===== config.mk =====
export PLATFORM = sky130hd
export DESIGN_NAME = fcvt_int_s
export DESIGN_NICKNAME = d
export VERILOG_FILES = /design/src/rtl/fcvt_int_s.sv
export SDC_FILE = /design/constraint.sdc
export NUM_CORES = 1
export LEC_CHECK = 0
export BUFFER_PORTS_ARGS = -buffer_cell sky130_fd_sc_hd__buf_2
export CAP_MARGIN = 15
export CORE_MARGIN = 2
export CORE_UTILIZATION = 55
export CTS_CLUSTER_DIAMETER = 30
export DETAILED_ROUTE_END_ITERATION = 12
export PLACE_DENSITY = 0.78
export SLEW_MARGIN = 0
export SYNTH_ARGS = -nofsm -noshare
export SYNTH_HDL_FRONTEND = slang
export SYNTH_SLANG_ARGS = --single-unit

===== constraint.sdc =====
create_clock -name clk -period 4.4 [get_ports clk]
set_input_delay 0.88 -clock clk [delete_from_list [all_inputs] [get_ports clk]]
set_output_delay 0.88 -clock clk [all_outputs]
set_load 0.05 [all_outputs]

===== src/rtl/fcvt_int_s.sv =====
// rtl/fcvt_int_s.sv - FP32 to signed/unsigned integer converter, 3-stage elastic pipeline
module fcvt_int_s #(
  parameter int OUT_W = 32,
  parameter int TAG_W = 5
) (
  input  logic             clk,
  input  logic             rst,
  input  logic             flush,
  input  logic             in_valid,
  output logic             in_ready,
  input  logic [31:0]      in_a,
  input  logic             in_unsigned,
  input  logic [2:0]       in_rm,
  input  logic [TAG_W-1:0] in_tag,
  output logic             out_valid,
  input  logic             out_ready,
  output logic [OUT_W-1:0] out_result,
  output logic [4:0]       out_fflags,
  output logic [TAG_W-1:0] out_tag
);
  localparam int MW = OUT_W + 1;
  localparam logic signed [9:0] OVF_E   = 10'(MW);
  localparam logic [MW-1:0]     POS_LIM = {2'b00, {(OUT_W-1){1'b1}}};
  localparam logic [MW-1:0]     NEG_LIM = {2'b01, {(OUT_W-1){1'b0}}};
  localparam logic [OUT_W-1:0]  MAX_S   = {1'b0, {(OUT_W-1){1'b1}}};
  localparam logic [OUT_W-1:0]  MIN_S   = {1'b1, {(OUT_W-1){1'b0}}};

  logic s1_valid, s2_valid;
  logic s1_en, s2_en, s3_en;

  // Each stage loads when empty or when its current content moves on.
  assign s3_en    = !out_valid || out_ready;
  assign s2_en    = !s2_valid || s3_en;
  assign s1_en    = !s1_valid || s2_en;
  assign in_ready = s1_en;

  logic                    s1_sign, s1_nan, s1_inf, s1_uns;
  logic [2:0]              s1_rm;
  logic [TAG_W-1:0]        s1_tag;
  logic [23:0]             s1_m;
  logic signed [9:0]       s1_exp;
  logic                    in_e_max, in_e_zero;
  logic signed [9:0]       exp_c;

  assign in_e_max  = &in_a[30:23];
  assign in_e_zero = ~|in_a[30:23];
  assign exp_c     = in_e_zero ? -10'sd126 : $signed({2'b00, in_a[30:23]}) - 10'sd127;

  logic [4:0]    rsh_amt;
  logic [5:0]    lsh_amt;
  logic [47:0]   rsh;
  logic [MW-1:0] m_ext, lsh, mag_c;
  logic          g_c, st_c, ovf_c;

  assign rsh_amt = 5'(10'sd23 - s1_exp);
  assign lsh_amt = 6'(s1_exp - 10'sd23);
  assign rsh     = {s1_m, 24'd0} >> rsh_amt;
  assign m_ext   = {{(MW-24){1'b0}}, s1_m};
  assign lsh     = m_ext << lsh_amt;

  // E = -1 still fits the right-shift window; anything smaller is pure sticky.
  always_comb begin
    mag_c = '0;
    g_c   = 1'b0;
    st_c  = 1'b0;
    ovf_c = 1'b0;
    if (s1_exp >= OVF_E) begin
      ovf_c = 1'b1;
    end else if (s1_exp >= 10'sd23) begin
      mag_c = lsh;
    end else if (s1_exp >= -10'sd1) begin
      mag_c = {{(MW-24){1'b0}}, rsh[47:24]};
      g_c   = rsh[23];
      st_c  = |rsh[22:0];
    end else begin
      st_c  = |s1_m;
    end
  end

  logic                s2_sign, s2_nan, s2_inf, s2_ovf, s2_uns, s2_g, s2_st;
  logic [2:0]          s2_rm;
  logic [TAG_W-1:0]    s2_tag;
  logic [MW-1:0]       s2_mag;
  logic                inc, nv_c, nx_c;
  logic [MW-1:0]       r_c;
  logic [OUT_W-1:0]    res_c;

  always_comb begin
    case (s2_rm)
      3'b000:  inc = s2_g & (s2_st | s2_mag[0]);
      3'b010:  inc = s2_sign & (s2_g | s2_st);
      3'b011:  inc = !s2_sign & (s2_g | s2_st);
      3'b100:  inc = s2_g;
      default: inc = 1'b0;
    endcase
  end

  assign r_c = s2_mag + {{(MW-1){1'b0}}, inc};

  always_comb begin
    res_c = '0;
    nv_c  = 1'b0;
    if (s2_nan) begin
      nv_c  = 1'b1;
      res_c = s2_uns ? '1 : MAX_S;
    end else if (s2_inf || s2_ovf) begin
      nv_c = 1'b1;
      if (!s2_sign) res_c = s2_uns ? '1 : MAX_S;
      else          res_c = s2_uns ? '0 : MIN_S;
    end else if (s2_uns) begin
      if (s2_sign) begin
        nv_c = |r_c;
      end else if (r_c[OUT_W]) begin
        nv_c  = 1'b1;
        res_c = '1;
      end else begin
        res_c = r_c[OUT_W-1:0];
      end
    end else if (!s2_sign) begin
      if (r_c > POS_LIM) begin
        nv_c  = 1'b1;
        res_c = MAX_S;
      end else begin
        res_c = r_c[OUT_W-1:0];
      end
    end else begin
      if (r_c > NEG_LIM) begin
        nv_c  = 1'b1;
        res_c = MIN_S;
      end else begin
        res_c = -r_c[OUT_W-1:0];
      end
    end
  end

  assign nx_c = (s2_g | s2_st) & !nv_c;

  always_ff @(posedge clk) begin
    if (rst) begin
      s1_valid   <= 1'b0;
      s2_valid   <= 1'b0;
      out_valid  <= 1'b0;
      out_result <= '0;
      out_fflags <= '0;
      out_tag    <= '0;
    end else if (flush) begin
      s1_valid   <= 1'b0;
      s2_valid   <= 1'b0;
      out_valid  <= 1'b0;
    end else begin
      if (s1_en) s1_valid  <= in_valid;
      if (s2_en) s2_valid  <= s1_valid;
      if (s3_en) out_valid <= s2_valid;
      if (s1_en && in_valid) begin
        s1_sign <= in_a[31];
        s1_nan  <= in_e_max && (|in_a[22:0]);
        s1_inf  <= in_e_max && !(|in_a[22:0]);
        s1_m    <= {!in_e_zero, in_a[22:0]};
        s1_exp  <= exp_c;
        s1_uns  <= in_unsigned;
        s1_rm   <= in_rm;
        s1_tag  <= in_tag;
      end
      if (s2_en && s1_valid) begin
        s2_sign <= s1_sign;
        s2_nan  <= s1_nan;
        s2_inf  <= s1_inf;
        s2_ovf  <= ovf_c;
        s2_mag  <= mag_c;
        s2_g    <= g_c;
        s2_st   <= st_c;
        s2_uns  <= s1_uns;
        s2_rm   <= s1_rm;
        s2_tag  <= s1_tag;
      end
      if (s3_en && s2_valid) begin
        out_result <= res_c;
        out_fflags <= {nv_c, 3'b000, nx_c};
        out_tag    <= s2_tag;
      end
    end
  end
endmodule


### Word-level counts from Yosys, hierarchy flattened

Cells that the tools add are included.

| storage, ports and cells | value |
|---|---|
| flip-flop bits (word level) | 135 |
| input bits | 46 |
| output and inout bits | 44 |
| logic and storage cells | 100 |

| cells by class | value |
|---|---|
| add/sub/neg operators | 5 |
| $lt $le $gt $ge | 5 |
| equal/unequal tests | 3 |
| shift operators | 2 |
| multiplexer cells | 24 |
| bitwise operators | 9 |
| reduce and logical (&&, ||, !) cells | 28 |

Operators by type and width:

| operator | count |
|---|---|
| $mux W32 | 11 |
| $shr A48 B5 Y48 | 1 |
| $reduce_or A23 Y1 | 2 |
| $add A33 B1 Y33 | 1 |
| $gt A33 B31 Y1 const B | 1 |
| $gt A33 B32 Y1 const B | 1 |
| $mux W33 | 1 |
| $reduce_or A33 Y1 | 1 |
| $shl A24 B6 Y33 | 1 |
| $neg A32 Y32 | 1 |
| $mux W24 | 1 |
| $reduce_or A24 Y1 | 1 |
| $mux W1 | 10 |
| $ge A9 B1 Y1 const B | 1 |
| $ge A9 B6 Y1 const B | 1 |
| $ge A9 B7 Y1 const B | 1 |
| $sub A8 B7 Y9 const B | 1 |
| $reduce_and A8 Y1 | 1 |
| $reduce_or A8 Y1 | 1 |
| $eq A3 B2 Y1 const B | 2 |
| $logic_not A1 Y1 | 6 |
| $reduce_and A3 Y1 | 2 |
| $sub A6 B6 Y6 const B | 1 |
| $logic_and A1 B1 Y1 | 5 |
| 11 further kinds | 21 |

### Longest topological paths before layout

| depth | value |
|---|---|
| depth in word-level cells | 12 |
| gate-level depth with buffers | 19 |
| depth with buffers taken out | 16 |

### Least setup slack after synthesis

OpenSTA, ideal clock, no wires.

| path | value |
|---|---|
| path type | reg2reg |
| start point | register s2_sign |
| end point | register out_fflags[0] |
| library setup time | 0.115 ns |
| arrival | 4.349 ns |
| required time | 4.285 ns |
| setup slack | -0.064 ns |
| stages on the path, launching flop included | 18 |
| buffers on the path | 5 |
| clock period less this slack | 4.464 ns |
| cell sequence | edfxtp_1 buf_6 clkbuf_1 buf_1 a21oi_1 o21ai_0 ha_1 nand4_1 or4_1 buf_2 or3_4 xnor2_4 or4_1 or4_1 buf_2 a21oi_2 o31ai_1 a31o_1 |

| between the ends | value |
|---|---|
| cells in the longest elaborated chain, start to end | 12 |
| elaborated cells between the ends (all ways) | 18 |
| classes of those cells | 1 x add/sub; 2 x order compare; 9 x mux; 3 x bitwise; 3 x reduce/logical |

RTL lines:

| item | RTL line | RTL |
|---|---|---|
| start: declaration | 80 | `logic s2_sign, s2_nan, s2_inf, s2_ovf, s2_uns, s2_g, s2_st;` |
| start signal: assignment | 165 | `s2_sign <= s1_sign;` |
| $logic_not A1 Y1 | - |  |
| $and A1 B1 Y1 | 92 | `3'b011: inc = !s2_sign & (s2_g \| s2_st);` |
| $pmux W1 S4 | 89 | `case (s2_rm)` |
| $add A33 B1 Y33 | 98 | `assign r_c = s2_mag + {{(MW-1){1'b0}}, inc};` |
| $gt A33 B31 Y1 or $gt A33 B32 Y1 (tied branches) | 120, 127 |  |
| $mux W1 (on tied branches) | 120, 127 |  |
| $mux W1 | 119 | `end else if (!s2_sign) begin` |
| $mux W1 * | 110 | `end else if (s2_uns) begin` |
| $mux W1 * | 106 | `end else if (s2_inf \|\| s2_ovf) begin` |
| $mux W1 * | 103 | `if (s2_nan) begin` |
| $logic_not A1 Y1 * | 136 | `assign nx_c = (s2_g \| s2_st) & !nv_c;` |
| $and A1 B1 Y1 * | 136 |  |
| end signal: assignment | 178 | `out_fflags <= {nv_c, 3'b000, nx_c};` |
| end: declaration | 18 | `output logic [4:0] out_fflags,` |

Every way passes the cells marked *; elsewhere a longest branch is shown, timed or not.
A chain may end at the register's enable or synchronous reset.

### Worst setup path in the final report

| path | value |
|---|---|
| start point | register s2_rm[2] |
| end point | register out_fflags[4] |

| between the ends | value |
|---|---|
| cells in the longest elaborated chain, start to end | 9 |
| elaborated cells between the ends (all ways) | 17 |
| classes of those cells | 1 x add/sub; 2 x order compare; 3 x eq/ne; 9 x mux; 2 x reduce/logical |

RTL lines:

| item | RTL line | RTL |
|---|---|---|
| start: declaration | 81 | `logic [2:0] s2_rm;` |
| start signal: assignment | 173 | `s2_rm <= s1_rm;` |
| $eq A3 B3 Y1 (tied with other cells) | 89 |  |
| $pmux W1 S4 * | 89 |  |
| $add A33 B1 Y33 * | 98 |  |
| $gt A33 B31 Y1 or $gt A33 B32 Y1 (tied branches) | 120, 127 |  |
| $mux W1 (on tied branches) | 120, 127 |  |
| $mux W1 | 119 |  |
| $mux W1 * | 110 |  |
| $mux W1 * | 106 |  |
| $mux W1 * | 103 |  |

Marked as above.

==> results_dict.tcl <==
set metrics [dict create \
    layout-drive-gt1-share 0.2165 \
    n_antenna_cell 0 \
    clock_skew_ns 0.01725 \
    min_period_ns 4.245 \
    crit_arrival_ns 4.58 \
    placed_cell_area_sq_um 11430 \
    netlist_area_sq_um 10490 \
    relSlewSlack 0.3611 \
    synth_compound_area_frac 0.1989 \
    dr.pass1.iters 8 \
    cts_tree "built" \
    final_common_cell "nand2_1" \
    place_congestion 1.016 \
    critPathRequiredTime_ns 4.74 \
    max_freq_mhz 235.6 \
    via_per_inst 6.664 \
    cpPeakStageDelay_ns 0.55 \
    vdd_drop_max_uv 255.7 \
    grt_max_degree 54 \
    finalCritPeriodShare 0.9648 \
    hold_viol_final 0 \
    track_usage 0.3296 \
    finalPower_w 0.003388 \
    fin_setup_tns_ns 0 \
    tightest_slew_ns 0.9584 \
    p_leak_nw 4.592 \
    synthXorXnorAreaFrac 0.05044 \
    clock-root-buffer "clkbuf_16" \
    core-area_sq_um 18710 \
    cts_hold_buf 0 \
    path_clk_slew_ns 0.06 \
    clock_path_buffers 2 \
    yosys_most_used_dff "edfxtp_1" \
    cpMostUsedCell "or4_1" \
    crit_type "reg2reg" \
    synthCells 1206 \
    async_reset_ff_frac 0 \
    cts_max_level 4 \
    cap_viol_max_count 0 \
    syn_to_final_growth_pct 15.55 \
    power_density_nw_per_um2 279.4 \
    first_iter_violations 1092 \
    status "finished clean" \
    die-width_um 142.1 \
    die-area_sq_um 20200 \
    grt_pass1_wl_um 51720 \
    cts_buffers 17 \
    report.final.slew_viol_count 0 \
    synth_edf_count 93 \
    routed_wl_um 33190 \
    wl_per_cell_um 21.35 \
    worstHoldPathType "reg2reg" \
    whs_ns 0.4235 \
    cp-end-kind "flip-flop" \
    antenna_found_initial 0 \
    io_buffers 86 \
    die_y_um 142.1 \
    dp.final_hpwl_um 24690 \
    rsz0062_at_grt "true" \
    vias 10360 \
    place_ws_ns -0.05205 \
    synth_top_family_by_area "simple AND/OR/NAND/NOR gates" \
    synth_fa_ha_area_frac 0.01526 \
    fin_ws_ns 0.1547 \
    drcViolationCount 0 \
    synthMuxAreaShare 0.1091 \
    syn_avg_cell_area_sq_um 8.700 \
    yosysSeqAreaShare 0.3463 \
    worstSkewPairLatency_ns 0.44 \
    io-pin-count 90 \
    placementRows 50 \
    grt_pass1_vias 9556 \
    final_cell_mix "nand2_1, nor2_1, edfxtp_1, buf_2, buf_4" \
    synth_cell_types 102 \
    ys_ff_latch 135 \
    ant_nets 0 \
    n_fill_cell 1606 \
    start_util 0.5609 \
    grt-ovfl-total 0 \
    cp_cell_sequence "nor3b_2, a21oi_1, o21ai_1, ha_2, nand4_1, or4_4, or3_4, xnor2_4, or4_1, or4_1, buf_4, a21oi_2, o31ai_1, a211oi_1" \
    synth-simple-area-share 0.2312 \
    cp_slowest_cell "or4_4" \
    finalInstanceArea_sq_um 12120 \
    startpoint_type "flip-flop" \
    cp_max_fo 7 \
    setup_viol 0 \
    yosys_warnings 0 \
    cts.sinks 135 \
    nets 1366 \
]
## flip-flops by register name (all words and copies together) (netlist names), 3 cells and up
name	flops
s2_mag	33
out_result	32
s1_m	24
s1_exp	9
out_tag	5
s1_tag	5
s2_tag	5
s1_rm	3
s2_rm	3
## logic make-up after synthesis
group | Yosys count
simple gates | 482
compound gates | 319
flops | 135
buf+inv | 116
mux | 86
xor+xnor | 54
fa+ha+maj | 13
other cells | 1
## final timing paths
path | cells past startpoint | from | slack (ns) | end
max | 14 | s2_rm[2]$_DFFE_PP_ | 0.15 | out_fflags[4]$_SDFFE_PP0P_
min | 0 | s1_rm[1]$_DFFE_PP_ | 0.42 | s2_rm[1]$_DFFE_PP_
max reg2reg | 14 | s2_rm[2]$_DFFE_PP_ | 0.15 | out_fflags[4]$_SDFFE_PP0P_
min reg2reg | 0 | s1_rm[1]$_DFFE_PP_ | 0.42 | s2_rm[1]$_DFFE_PP_
## Yosys cell counts, types with 11 or more instances
| cell type | instances | share of area |
|---|---|---|
| a211oi_1 | 25 | 0.018 |
| a21oi_1 | 76 | 0.036 |
| a31oi_1 | 24 | 0.014 |
| and3_1 | 12 | 0.0072 |
| buf_1 | 12 | 0.0043 |
| clkbuf_1 | 58 | 0.021 |
| dfxtp_1 | 42 | 0.080 |
| edfxtp_1 | 93 | 0.27 |
| ha_1 | 12 | 0.014 |
| inv_1 | 24 | 0.0086 |
| mux2i_1 | 57 | 0.054 |
| mux4_2 | 22 | 0.047 |
| nand2_1 | 134 | 0.048 |
| nand3_1 | 49 | 0.023 |
| nand4_1 | 28 | 0.017 |
| nor2_1 | 117 | 0.042 |
| nor3_1 | 34 | 0.016 |
| nor4_1 | 28 | 0.017 |
| o21ai_0 | 70 | 0.033 |
| o22ai_1 | 29 | 0.017 |
| or2_2 | 11 | 0.0066 |
| xnor2_1 | 36 | 0.030 |
| xor2_1 | 15 | 0.013 |
## layout make-up
type                            count  area (sq um)  area share
Inverter                           25         93.84    0.007740
Sequential cell                   135          3633      0.2997
Multi-Input combinational cell    957          6449      0.5319
Timing Repair Buffer              172          1080     0.08906
Clock inverter                     15         150.1     0.01238
Clock buffer                       17         425.4     0.03509
Tap cell                          234         292.8     0.02415
## power by group
part | leakage, nW | internal, W | switching (W)
Combinational | 3.05 | 0.000198 | 0.000350
Sequential | 1.26 | 0.00139 | 0.0000322
Clock | 0.284 | 0.000757 | 0.000664
Total | 4.59 | 0.00234 | 0.00105
## through the flow
step                instances    util
finish                   1555  0.6482
global route             1555  0.6482
detailed placement       1517  0.6109
global placement         1517  0.6109
floorplan                1208       -
CTS                      1549  0.6422
## timing repair
action	in CTS	in global routing
buffers inserted	0	5
endpoints found under the hold margin	0	0
cloned	0	0
resized for setup	3	12
pin swaps	0	5
setup endpoints to repair	12	34
## metal layers
| layer | up-vias | track usage | share of wire |
|---|---|---|---|
| met3 | 73 | 0.06258 | 0.087 |
| li1 | 4789 | - | - |
| met2 | 583 | 0.5266 | 0.47 |
| met4 | 0 | 0.1058 | 0.029 |
| met1 | 4918 | 0.4547 | 0.42 |
| met5 | - | 0 | 0 |
## worst max-delay path, delay by kind of cell (launching register included)
kind	cells	cell delay (ns)
adders and majority gates	1	0.28
buffers and inverters	1	0.21
DFF	1	0.40
and+or+nand+nor	6	2.20
AOI/OAI and AO/OA	5	0.92
xor gates and xnor gates	1	0.14
No activity file was read; power rests on OpenSTA's default activity.
